==> config.mk <==
export PLATFORM = sky130hd
export DESIGN_NAME = mandala_anim_ctrl
export DESIGN_NICKNAME = d
export VERILOG_FILES = /design/src/rtl/mandala_anim_ctrl.sv
export SDC_FILE = /design/constraint.sdc
export NUM_CORES = 1
export LEC_CHECK = 0
export BUFFER_PORTS_ARGS = -buffer_cell sky130_fd_sc_hd__buf_2
export CORE_MARGIN = 2
export CORE_UTILIZATION = 45
export CTS_CLUSTER_DIAMETER = 100
export DETAILED_ROUTE_END_ITERATION = 6
export HOLD_SLACK_MARGIN = 0.06
export PLACE_DENSITY = 0.77
export SLEW_MARGIN = 20
export SYNTH_ARGS = -nofsm -noshare
export SYNTH_HDL_FRONTEND = slang
export SYNTH_SLANG_ARGS = --single-unit
==> constraint.sdc <==
create_clock -name clk -period 3.2 [get_ports clk]
set_clock_uncertainty 0.1 [all_clocks]
set_input_delay 0.48 -clock clk [delete_from_list [all_inputs] [get_ports clk]]
set_output_delay 0.48 -clock clk [all_outputs]
set_load 0.005 [all_outputs]
==> src/rtl/mandala_anim_ctrl.sv <==
// Frame-rate animation controller for the mandala generator: vsync framing, speed divider,
// pause / reverse / debounced single-step. Optional build macro ANIM_PINGPONG_EN bounces the pattern.
module mandala_anim_ctrl #(
    parameter int unsigned PAT_W           = 10,
    parameter int unsigned COL_W           = 8,
    parameter int unsigned DEBOUNCE_FRAMES = 3
) (
    input  logic             clk,
    input  logic             rst_n,
    input  logic             vsync,
    input  logic [2:0]       speed,
    input  logic             pause,
    input  logic             reverse,
    input  logic             step_btn,
    output logic [PAT_W-1:0] pattern_counter,
    output logic [COL_W-1:0] color_counter,
    output logic             frame_tick,
    output logic             advance,
    output logic             paused
);

    localparam int unsigned SPD_W = 3;
    localparam int unsigned DBC_W = 4;
    localparam logic [DBC_W-1:0] DBC_MAX = DBC_W'(DEBOUNCE_FRAMES);

    typedef enum logic [1:0] {
        ST_RUN       = 2'd0,
        ST_PAUSED    = 2'd1,
        ST_STEP_PEND = 2'd2
    } state_t;

    state_t             r_state;
    state_t             w_state_nxt;
    logic               r_vsync_q;
    logic [SPD_W-1:0]   r_div_cnt;
    logic               r_step_s1;
    logic               r_step_s2;
    logic               r_step_prev;
    logic [DBC_W-1:0]   r_dbc_cnt;
    logic               r_step_acc;
    logic               r_step_evt;
    logic               r_frame_tick;
    logic               r_advance;
    logic               r_paused;
    logic [PAT_W-1:0]   r_pattern;
    logic [COL_W-1:0]   r_color;
    logic               w_edge;
    logic               w_go;
    logic               w_adv;
    logic [DBC_W-1:0]   w_dbc_nxt;
    logic               w_accept;
    logic [PAT_W-1:0]   w_pat_nxt;

    assign w_edge = vsync & ~r_vsync_q;
    assign w_go   = (r_div_cnt >= speed);

    // Consecutive-equal count of the synchronised button, sampled once per frame
    always_comb begin
        w_dbc_nxt = DBC_W'(1);
        if (r_step_s2 == r_step_prev) begin
            w_dbc_nxt = (r_dbc_cnt >= DBC_MAX) ? r_dbc_cnt : r_dbc_cnt + DBC_W'(1);
        end
    end
    assign w_accept = (w_dbc_nxt == DBC_MAX);

    // Input synchroniser, vsync edge detect, divider and debounce
    always_ff @(posedge clk or negedge rst_n) begin
        if (!rst_n) begin
            r_vsync_q   <= 1'b0;
            r_div_cnt   <= '0;
            r_step_s1   <= 1'b0;
            r_step_s2   <= 1'b0;
            r_step_prev <= 1'b0;
            r_dbc_cnt   <= '0;
            r_step_acc  <= 1'b0;
            r_step_evt  <= 1'b0;
        end else begin
            r_vsync_q  <= vsync;
            r_step_s1  <= step_btn;
            r_step_s2  <= r_step_s1;
            r_step_evt <= 1'b0;
            if (w_edge) begin
                r_div_cnt   <= w_go ? '0 : r_div_cnt + SPD_W'(1);
                r_step_prev <= r_step_s2;
                r_dbc_cnt   <= w_dbc_nxt;
                if (w_accept) begin
                    r_step_acc <= r_step_s2;
                end
                r_step_evt  <= w_accept & r_step_s2 & ~r_step_acc;
            end
        end
    end

    always_ff @(posedge clk or negedge rst_n) begin
        if (!rst_n) begin
            r_state <= ST_RUN;
        end else begin
            r_state <= w_state_nxt;
        end
    end

    // PAUSED yields to a released pause before honouring a step request
    always_comb begin
        w_state_nxt = r_state;
        case (r_state)
            ST_RUN: begin
                if (pause) w_state_nxt = ST_PAUSED;
            end
            ST_PAUSED: begin
                if (!pause)          w_state_nxt = ST_RUN;
                else if (r_step_evt) w_state_nxt = ST_STEP_PEND;
            end
            ST_STEP_PEND: begin
                if (w_edge) w_state_nxt = pause ? ST_PAUSED : ST_RUN;
            end
            default: w_state_nxt = ST_RUN;
        endcase
    end

    always_comb begin
        w_adv = 1'b0;
        case (r_state)
            ST_RUN:       w_adv = w_edge & w_go & ~pause;
            ST_STEP_PEND: w_adv = w_edge;
            default:      w_adv = 1'b0;
        endcase
    end

`ifdef ANIM_PINGPONG_EN
    logic r_dir_up;
    logic w_dir_up_nxt;

    // Hold the end value for one advance while the direction turns around
    always_comb begin
        w_pat_nxt    = r_pattern;
        w_dir_up_nxt = r_dir_up;
        if (r_dir_up) begin
            if (r_pattern == {PAT_W{1'b1}}) w_dir_up_nxt = 1'b0;
            else                            w_pat_nxt    = r_pattern + PAT_W'(1);
        end else begin
            if (r_pattern == '0) w_dir_up_nxt = 1'b1;
            else                 w_pat_nxt    = r_pattern - PAT_W'(1);
        end
    end

    always_ff @(posedge clk or negedge rst_n) begin
        if (!rst_n) begin
            r_dir_up <= 1'b1;
        end else if (w_adv) begin
            r_dir_up <= w_dir_up_nxt;
        end
    end
`else
    assign w_pat_nxt = reverse ? r_pattern - PAT_W'(1) : r_pattern + PAT_W'(1);
`endif

    always_ff @(posedge clk or negedge rst_n) begin
        if (!rst_n) begin
            r_frame_tick <= 1'b0;
            r_advance    <= 1'b0;
            r_paused     <= 1'b0;
            r_pattern    <= '0;
            r_color      <= '0;
        end else begin
            r_frame_tick <= w_edge;
            r_advance    <= w_adv;
            r_paused     <= (w_state_nxt != ST_RUN);
            if (w_adv) begin
                r_pattern <= w_pat_nxt;
`ifdef ANIM_PINGPONG_EN
                r_color   <= r_color + COL_W'(1);
`else
                r_color   <= reverse ? r_color - COL_W'(1) : r_color + COL_W'(1);
`endif
            end
        end
    end

    assign pattern_counter = r_pattern;
    assign color_counter   = r_color;
    assign frame_tick      = r_frame_tick;
    assign advance         = r_advance;
    assign paused          = r_paused;

endmodule

After elaboration in Yosys (flattened, before gate mapping) --
Index checks and enable logic that the tools add are counted.
Operators by class: add/sub/neg operators 6, mux-type cells 13, eq/ne operators 4, div/mod/pow operators 0, shifts and indexed selects 0, reductions and logical operators 3, multiply operators 0, bitwise logic cells 8, order comparisons 2
Operator list (count):
- $add A10 B1 Y10 const B | 1
- $mux W10 | 1
- $sub A10 B1 Y10 const B | 1
- $add A8 B1 Y8 const B | 1
- $mux W2 | 4
- $mux W4 | 2
- $mux W8 | 1
- $sub A8 B1 Y8 const B | 1
- $pmux W2 S3 | 1
- $and A1 B1 Y1 | 5
- $add A4 B1 Y4 const B | 1
- $eq A4 B2 Y1 const B | 1
- $ge A4 B2 Y1 const B | 1
- $add A3 B1 Y3 const B | 1
- $ge A3 B3 Y1 | 1
- $mux W3 | 1
- $not A1 Y1 | 3
- $eq A2 B1 Y1 const B | 1
- $eq A2 B2 Y1 const B | 1
- $logic_not A2 Y1 | 1
- $mux W1 | 2
- $pmux W1 S2 | 1
- $reduce_and A2 Y1 | 1
- $reduce_bool A2 Y1 | 1
- $eq A1 B1 Y1 | 1
Storage, ports and cells: bits of input ports 9, bits in registers 36, memories 0, bits in writable memories 0, ROM bits 0, bits in latches 0

Logic depth before layout (Yosys ltp) --
depth after elaboration 7, gate-level depth with buffers 9, mapped depth without buffers 9

Worst setup path after synthesis --
Ideal clock, no wire load.
path kind input to register, start point in reverse, end point reg r_pattern[8] (netlist: pattern_counter[8]), path slack 955 ps, stages 7, setup time 123 ps, data arrival time 2023 ps, required time 2977 ps, cell sequence fa_1 > a21oi_2 > o21bai_4 > or4_1 > a31oi_1 > xor2_1 > o21ai_1
On the way: cells in the longest elaborated chain, start to end 1
Ends and longest elaborated chain:
- start: declaration | line 13 | input logic reverse,
- $mux W10 | line 154 | assign w_pat_nxt = reverse ? r_pattern - PAT_W'(1) : r_pattern + PAT_W'(1);
- end signal: assignment | line 169 | r_pattern <= w_pat_nxt;
- end: declaration | line 45 | logic [PAT_W-1:0] r_pattern;
No other way between the ends. A chain may end at the register's enable or synchronous reset.

Worst setup path in the final report --
start point reg r_div_cnt[0], end point reg r_pattern[1] (netlist: pattern_counter[1])
On the way: cells in the longest elaborated chain, start to end 4
Ends and longest elaborated chain:
- start: declaration | line 35 | logic [SPD_W-1:0] r_div_cnt;
- start signal: assignment | line 83 | r_div_cnt <= w_go ? '0 : r_div_cnt + SPD_W'(1);
- $ge A3 B3 Y1 | line 55 | assign w_go = (r_div_cnt >= speed);
- $and A1 B1 Y1 (2 in series) | line 123 | ST_RUN: w_adv = w_edge & w_go & ~pause;
- $pmux W1 S2 | line 122 | case (r_state)
- net w_adv | line 49 | logic w_adv;
The timed path passes the listed nets, and every way through them passes these cells.

==> metrics.yaml <==
global_route:
  first_global_vias: 1520
  grt_usage_pct: 16.42
  antenna_found_initial: 0
  grt-ovfl-total: 0
  grt_max_degree: 37
  grt_pass1_wl_um: 6693
power:
  comb_power_share_pct: 47.4
  ir_drop_v: 0.0003769
  p_int_uw: 1246
  p_leak_uw: 0.001188
  p_switching_uw: 781.3
  p_per_area_nw_per_um2: 853.1
  p_clk_share_pct: 16.9
  power_frac_seq_pct: 35.7
  switching_share_pct: 38.55
sta:
  post-route-period-util_pct: 75.38
  period_needed_ps: 2412
  setup_viol: 0
  slew_viol_final: 0
  worst_slack_ps: 787.9
  tightest_slew_ps: 779.8
  hold_violations: 0
  clock.fmax_ghz: 0.4146
  tns_ps: 0
  relSlewSlack_pct: 48.01
  rsz0062_at_grt: "false"
drt:
  totalWireLength_um: 3849
  wl_per_cell_um: 12.87
  route.detailed.drc: 0
  dr.pass1.iters: 4
  antenna_left: 0
  vias: 1592
  drt-vias-per-instance: 5.324
  drt_iter0_markers: 92
yosys:
  yosysMostFrequentCell: "dfrtp_1"
  synth_common_cells: "dfrtp_1, nand2_1, o21ai_0, ha_1, nor2_1"
  synth_area_per_cell_um2: 9.821
  synth.distinct_cells: 39
  synth.largest_area_cell: "dfrtp_1"
  syn_inst: 212
  synth_top_area_share_pct: 43.27
  synth-edff-count: 0
  syn_area_um2: 2082
  yosysWarnings: 0
  synth-seq-cells: 36
  ys.flop_type: "dfrtp_1"
  ys_top_cells_by_area: "dfrtp_1, ha_1, o21ai_0"
  async_reset_ff_share_pct: 100.0
  syn_nets: 242
  yosysSeqAreaShare_pct: 43.27
min_path:
  hp-class: "primary input to asynchronous set/reset pin"
floorplan:
  fp-row-count: 24
  dieArea_um2: 5187
  die-width_um: 72.02
  core-area_um2: 4414
  ios: 30
  dieHeight_um: 72.02
  initial_core_util_pct: 47.17
placement:
  placement.io_buffers: 29
  dp_slack_ps: 525.2
  place.gp.congestion: 0.8622
  dp_hpwl_um: 2845
final_layout:
  multiInputGateArea_um2: 1134
  final_nets: 276
  n_antenna_cell: 0
  seq_area_um2: 900.9
  fillers: 379
  area_growth_pct: 14.12
  drive_gt1_share_pct: 18.22
critical_path:
  crit_path_max_fanout: 25
  arrival_ps: 2490
  r2r_slack_ps: 790
  required_ps: 3270
  path_class: "flip-flop to flip-flop"
  end_kind: "flip-flop"
  cp-start-kind: "flip-flop"
clock_network:
  cts_resized: 0
  cts_setup_buffers: 0
  cts_tree: "done"
  clk_pin_slew_ps: 70
  htreeDepth: 2
  insertion_delay_ps: 290
  clockBufferDepth: 2
  root_buffer: "clkbuf_8"
  numClockSinks: 36
  ctsHoldBuffers: 0
  cts_made_buffers: 5
job:
  drv_cap: 0
run_status:
  status: "finished, final reports clean"
[metrics by stage]
step / instances / instance area (µm²) / total power, µW / hold WS, ps / util, %
3_3_place_gp: 291 / 2282 / 1662 / 235.4 / 51.70
6_report: 299 / 2376 / 2027 / 166.2 / 53.83
5_1_grt: 299 / 2376 / 2208 / 192.0 / 53.83
4_1_cts: 299 / 2376 / 2044 / 190.0 / 53.83
2_1_floorplan: 212 / 2082 / 1417 / 84.41 / -
3_5_place_dp: 291 / 2282 / 1695 / 236.3 / 51.70
[per-layer routing]
| metal | part of all wire, % | up-vias | track usage, % |
|---|---|---|---|
| li1 | - | 811 | - |
| met1 | 48 | 742 | 21.20 |
| met2 | 47 | 34 | 27.47 |
| met3 | 4.0 | 5 | 3.472 |
| met4 | 1.4 | 0 | 5.660 |
| met5 | 0 | - | 0 |
[final timing paths]
check                             start                 end  depth (start not counted)
max in group asynchronous         rst_n          frame_tick                          1
setup reg to reg           r_div_cnt[0]  pattern_counter[1]                          8
hold / removal                    rst_n    color_counter[5]                          1
hold reg to reg               r_step_s1           r_step_s2                          0
min in group clk               step_btn           r_step_s1                          1
setup / recovery           r_div_cnt[0]  pattern_counter[1]                          8
[layout make-up]
| type | instances | share of cell area [%] |
|---|---|---|
| clock buffers | 7 | 3.633 |
| clock inverters | 1 | 0.3160 |
| inverters | 10 | 1.580 |
| multi-input cells | 164 | 47.71 |
| flip-flops and latches | 36 | 37.91 |
| well taps | 52 | 2.738 |
| repair buffers | 29 | 6.108 |
[power groups by stage]
stage / logic [µW] / clock network [µW] / registers [µW]
2_1_floorplan: 696 / 0 / 721
3_3_place_gp: 931 / 0 / 731
3_5_place_dp: 961 / 0 / 734
4_1_cts: 967 / 352 / 725
5_1_grt: 1090 / 370 / 747
6_report: 962 / 342 / 723
[critical path, cell delays in order (launching register included)]
cell	delay, ps
dfrtp_1	380
inv_1	90
ha_1	230
nand2b_1	160
a2111oi_0	400
nor2_1	110
nand2_2	340
inv_2	170
mux2_2	300
[registers in the layout (all words and copies together) (netlist names), 2 cells and up]
signal           cells
color_counter        8
r_state              2
pattern_counter     10
r_dbc_cnt            4
r_div_cnt            3
[cell usage in the layout (no fill, tap or decap), types with 4 or more instances in the layout]
master / n
a211oi_1: 4
a21o_1: 5
a21oi_1: 7
and2_1: 4
buf_2: 29
clkbuf_8: 6
dfrtp_1: 36
ha_1: 19
inv_1: 9
nand2_1: 27
nand2b_1: 9
nor2_1: 14
o21ai_0: 24
xnor2_1: 9
xor2_1: 6
[cells by family after synthesis]
family	Yosys count	synth area share [%]
AO/OA/AOI/OAI	58	17.67
XOR/XNOR	15	6.310
adder cells (fa/ha/maj)	21	13.34
buffers and inverters	12	2.283
flip-flops	36	43.27
multiplexers	3	1.622
AND/OR/NAND/NOR	67	15.51
No activity file was read; power rests on OpenSTA's default activity.
